### src/rtl/irda_receiver.sv
// IrDA pulse-stream receiver: synchronizes and glitch-filters the IR input, then decodes
// start, seven LSB-first data bits, parity and stop into a word with a one-cycle valid strobe.
module irda_receiver #(
  parameter int CLKS_PER_BIT = 434,
  parameter int MIN_PULSE    = 4,
  parameter int ODD_PARITY   = 0
) (
  input  logic       clk,
  input  logic       rst,
  input  logic       ena,
  input  logic       rxd_ir,
  output logic [6:0] data_rxd,
  output logic       valid,
  output logic       parity_error,
  output logic       frame_error,
  output logic       busy
);

  localparam int CW = $clog2(CLKS_PER_BIT);
  localparam int RW = $clog2(MIN_PULSE + 1);
  localparam logic [CW-1:0] BIT_LAST   = CW'(CLKS_PER_BIT - 1);
  localparam logic [CW-1:0] START_LAST = CW'(3 * CLKS_PER_BIT / 4 - 1);
  localparam logic [RW-1:0] RUN_MAX    = RW'(MIN_PULSE);
  localparam logic [RW-1:0] RUN_ARM    = RW'(MIN_PULSE - 1);
  localparam logic          ODD        = (ODD_PARITY != 0);

  typedef enum logic [2:0] {IDLE, START, DATA, PARITY, STOP} state_t;

  state_t        state;
  logic [1:0]    sync;
  logic [RW-1:0] run;
  logic [CW-1:0] cnt;
  logic [3:0]    bit_idx;
  logic          flag;
  logic [6:0]    shift;
  logic          rx_parity;
  logic          valid_reg;
  logic          rx_sync;
  logic          seen;
  logic          flag_eff;

  assign rx_sync  = sync[1];
  // A pulse counts once, on the cycle its high run reaches MIN_PULSE.
  assign seen     = ena && rx_sync && (run == RUN_ARM);
  assign flag_eff = flag | seen;
  assign valid    = valid_reg & ena;

  always_ff @(posedge clk or negedge rst) begin
    if (!rst) begin
      sync <= 2'b00;
      run  <= '0;
    end else if (ena) begin
      sync <= {sync[0], rxd_ir};
      if (!rx_sync)
        run <= '0;
      else if (run != RUN_MAX)
        run <= run + RW'(1);
    end
  end

  always_ff @(posedge clk or negedge rst) begin
    if (!rst) begin
      state        <= IDLE;
      cnt          <= '0;
      bit_idx      <= 4'd0;
      flag         <= 1'b0;
      shift        <= 7'd0;
      rx_parity    <= 1'b0;
      data_rxd     <= 7'd0;
      parity_error <= 1'b0;
      frame_error  <= 1'b0;
      valid_reg    <= 1'b0;
      busy         <= 1'b0;
    end else if (!ena) begin
      // A strobe interrupted by ena is dropped, never replayed.
      valid_reg <= 1'b0;
    end else begin
      valid_reg <= 1'b0;
      case (state)
        IDLE: begin
          if (seen && !valid_reg) begin
            state <= START;
            cnt   <= CW'(1);
            busy  <= 1'b1;
          end
        end
        START: begin
          if (cnt == START_LAST) begin
            state   <= DATA;
            cnt     <= '0;
            flag    <= 1'b0;
            bit_idx <= 4'd1;
          end else begin
            cnt <= cnt + CW'(1);
          end
        end
        DATA, PARITY, STOP: begin
          if (cnt == BIT_LAST) begin
            cnt     <= '0;
            flag    <= 1'b0;
            bit_idx <= bit_idx + 4'd1;
            if (state == DATA) begin
              shift <= {~flag_eff, shift[6:1]};
              if (bit_idx == 4'd7)
                state <= PARITY;
            end else if (state == PARITY) begin
              rx_parity <= ~flag_eff;
              state     <= STOP;
            end else begin
              // A pulse in the stop window means the stop bit read as 0.
              data_rxd     <= shift;
              parity_error <= rx_parity != ((^shift) ^ ODD);
              frame_error  <= flag_eff;
              valid_reg    <= 1'b1;
              busy         <= 1'b0;
              bit_idx      <= 4'd0;
              state        <= IDLE;
            end
          end else begin
            cnt <= cnt + CW'(1);
            if (seen)
              flag <= 1'b1;
          end
        end
        default: state <= IDLE;
      endcase
    end
  end

endmodule
### config.mk
export PLATFORM = sky130hd
export DESIGN_NAME = irda_receiver
export DESIGN_NICKNAME = d
export VERILOG_FILES = /design/src/rtl/irda_receiver.sv
export SDC_FILE = /design/constraint.sdc
export NUM_CORES = 1
export LEC_CHECK = 0
export ABC_CLOCK_PERIOD_IN_PS = 2600
export BUFFER_PORTS_ARGS = -buffer_cell sky130_fd_sc_hd__clkbuf_2
export CORE_ASPECT_RATIO = 2
export CORE_MARGIN = 2
export CORE_UTILIZATION = 55
export DETAILED_ROUTE_END_ITERATION = 12
export PLACE_DENSITY = 0.74
export SETUP_SLACK_MARGIN = 0.05
export SYNTH_ARGS = -nofsm -noshare
export SYNTH_HDL_FRONTEND = slang
export SYNTH_SLANG_ARGS = --single-unit
### constraint.sdc
create_clock -name clk -period 2.6 [get_ports clk]
set_input_delay 0.13 -clock clk [delete_from_list [all_inputs] [get_ports clk]]
set_output_delay 0.13 -clock clk [all_outputs]
set_load 0.1 [all_outputs]
==> reports/results.ini <==
[floorplanning]
die_h_um = 94.3
design.die.area_mm2 = 0.00463
core_area_mm2 = 0.00388
initial_core_util_pct = 57.7
rows = 32
io_pins = 15
die_x_um = 49.1

[cells_and_area]
regMostFlops = cnt
areaGrowthSynthToFinish_pct = 9.16
final_util_pct = 63.0
fin_nets = 232
final_cell_mix = 41 x dfrtp_1, 21 x nand2_1, 14 x inv_1, 14 x clkbuf_2, 11 x mux2_2
n_antenna_cell = 0
fin_area_mm2 = 0.00245
largest_reg_flops = 9
drive_gt1_share_pct = 23.5
reg_top3 = cnt x9, data_rxd x7, shift x7
final_cells = 272
final_common_cell = dfrtp_1

[timing]
rsz0062_at_grt = no
setup_slack_ns = 0.511
tns_ns = 0
drv_slew = 0
slew_headroom_pct = 33.0
setup-violations-final = 0
worst_slew_pin_slew_ns = 1.01
finalHoldWorstSlack_ns = -0.00174
finalCritPeriodShare_pct = 80.4
fmax_mhz = 479
hold_viol = 4
finalClockSkew_ns = 0.00575
period_needed_ns = 2.09

[global_routing]
groute.usage.overall_pct = 22.2
grtUsageMet1_pct = 24.6
grt_max_degree = 42
antenna_found_initial = 0
grt_overflow = 0
busiest_layer = met2
met3_usage_pct = 3.66
grt_util_met2_pct = 39.3
grt_pass1_wl_mm = 7.89
grt_pass1_vias = 1698

[power_and_ir_drop]
power_density_mw_per_mm2 = 730
finalPower_mw = 1.79
peakVddDrop_mv = 0.449
leakagePower_nw = 1.16

[cts]
clock-sinks = 41
cts_tree = done
clkLatencyLatePin_ns = 0.29
h-tree-depth = 2
postCtsSetupRepairBufs = 0
post_cts_resize_count = 0
root_buffer = clkbuf_8
clockBufferDepth = 2
hold_buffers = 0
clkTransAtPathRegs_ns = 0.08
cts_buffers = 5

[synthesis]
synth_cells = 206
synth-seq-area-share_pct = 45.8
yosys.area.top_type = dfrtp_1
synthArstFlopShare_pct = 100
synth_edf_count = 0
synth-seq-cells = 41
syn_nets = 217
synth_warnings = 0
syn_area_mm2 = 0.00224
synth_area_per_cell_um2 = 10.9
synth_ff_type = dfrtp_1
netlist.area_leader.share_pct = 45.8
ys_top_cells_by_area = dfrtp_1 46%, mux2_2 5.5%, mux2_4 5.4%, ha_1 3.9%, nand2_1 3.5%
ys_types = 49

[detailed_routing]
initialDrtViolationCount = 52
antenna_left = 0
drc = 0
wirelength_mm = 4.47
vias = 1650
detail_route.wl_per_cell_um = 16.4
avgViaCountPerCell = 6.07
dr.pass1.iters = 4

[placement]
dpl_cell_area_mm2 = 0.00234
dp.cells = 265
io_buffers = 14
hpwl_mm = 3.24
post-place-ws_ns = 0.536
gp_congestion = 0.913

[worst_setup_path]
cp.arrival_ns = 2.29
required_ns = 2.80
startpoint_type = register
critical_path_peak_fanout = 17
crit_type = register to register
worstSetupEndpointType = register

[status]
status = complete, but fails checks
violations = hold timing

[worst_hold_path]
min_path_type = input port to asynchronous set/reset pin

[flow_run]
drv_cap = 0

==> routing by layer <==
layer	up-vias	share of wire (%)
met5	-	0
met4	0	2.4
met3	6	3.2
met2	37	56
met1	822	38
li1	785	-
==> final timing paths <==
kind / start / end / slack (ns) / cells after the start
hold / removal: rst / shift[0] / -0.002 / 1
hold reg to reg: bit_idx[3] / bit_idx[3] / 0.51 / 1
setup / recovery: cnt[0] / cnt[5] / 0.51 / 7
max in group asynchronous: rst / bit_idx[0] / 1.97 / 1
min in group clk: rxd_ir / sync[0] / 0.08 / 2
setup reg to reg: cnt[0] / cnt[5] / 0.51 / 7
==> Yosys cell counts, types with 2 or more instances <==
cell	count
or3b_1	2
buf_2	2
xnor2_1	6
clkbuf_1	2
nand2_1	21
a21o_1	2
o21ai_0	9
nor4_1	2
nand3_1	10
nor2_1	4
ha_1	7
dfrtp_1	41
o31a_1	3
or3_1	6
o211ai_1	9
and2_1	3
mux2_2	11
o41ai_1	5
o21ai_1	3
inv_1	14
or2_2	3
and4bb_2	3
buf_4	3
o31ai_1	2
o221ai_1	2
mux2_4	8
==> where the power goes <==
group | internal [mW] | leakage [nW] | switching (mW) | total [mW]
sequential | 0.740 | 0.508 | 0.138 | 0.877
combinational | 0.192 | 0.596 | 0.231 | 0.423
clock | 0.279 | 0.0540 | 0.207 | 0.486
total | 1.21 | 1.16 | 0.576 | 1.79
==> area by class of cell <==
cell class              count  area [um^2]
multi-input cells         144         1120
well taps                  51         63.8
inverters                  14         52.6
repair buffers             15         77.6
flip-flops and latches     41         1030
fillers                   346         1440
clock inverters             2         35.0
clock buffers               5         68.8
==> critical path, stage by stage (launching register included) <==
cell	delay, ns
dfrtp_1	0.45
inv_1	0.14
ha_1	0.22
and4bb_2	0.23
a21oi_2	0.25
buf_4	0.27
o21ai_1	0.21
o211ai_1	0.23
==> cell families (layout without fill, tap and decap cells) <==
kind of cell,count (synthesis),in the layout,share of synthesized area (%)
compound gates,48,48,16.1
xor+xnor,7,7,2.74
fa+ha+maj,7,7,3.91
buf+inv,21,36,4.13
flops,41,41,45.8
mux,20,20,11.3
simple gates,62,62,16.0
No activity file was read; power rests on OpenSTA's default activity.
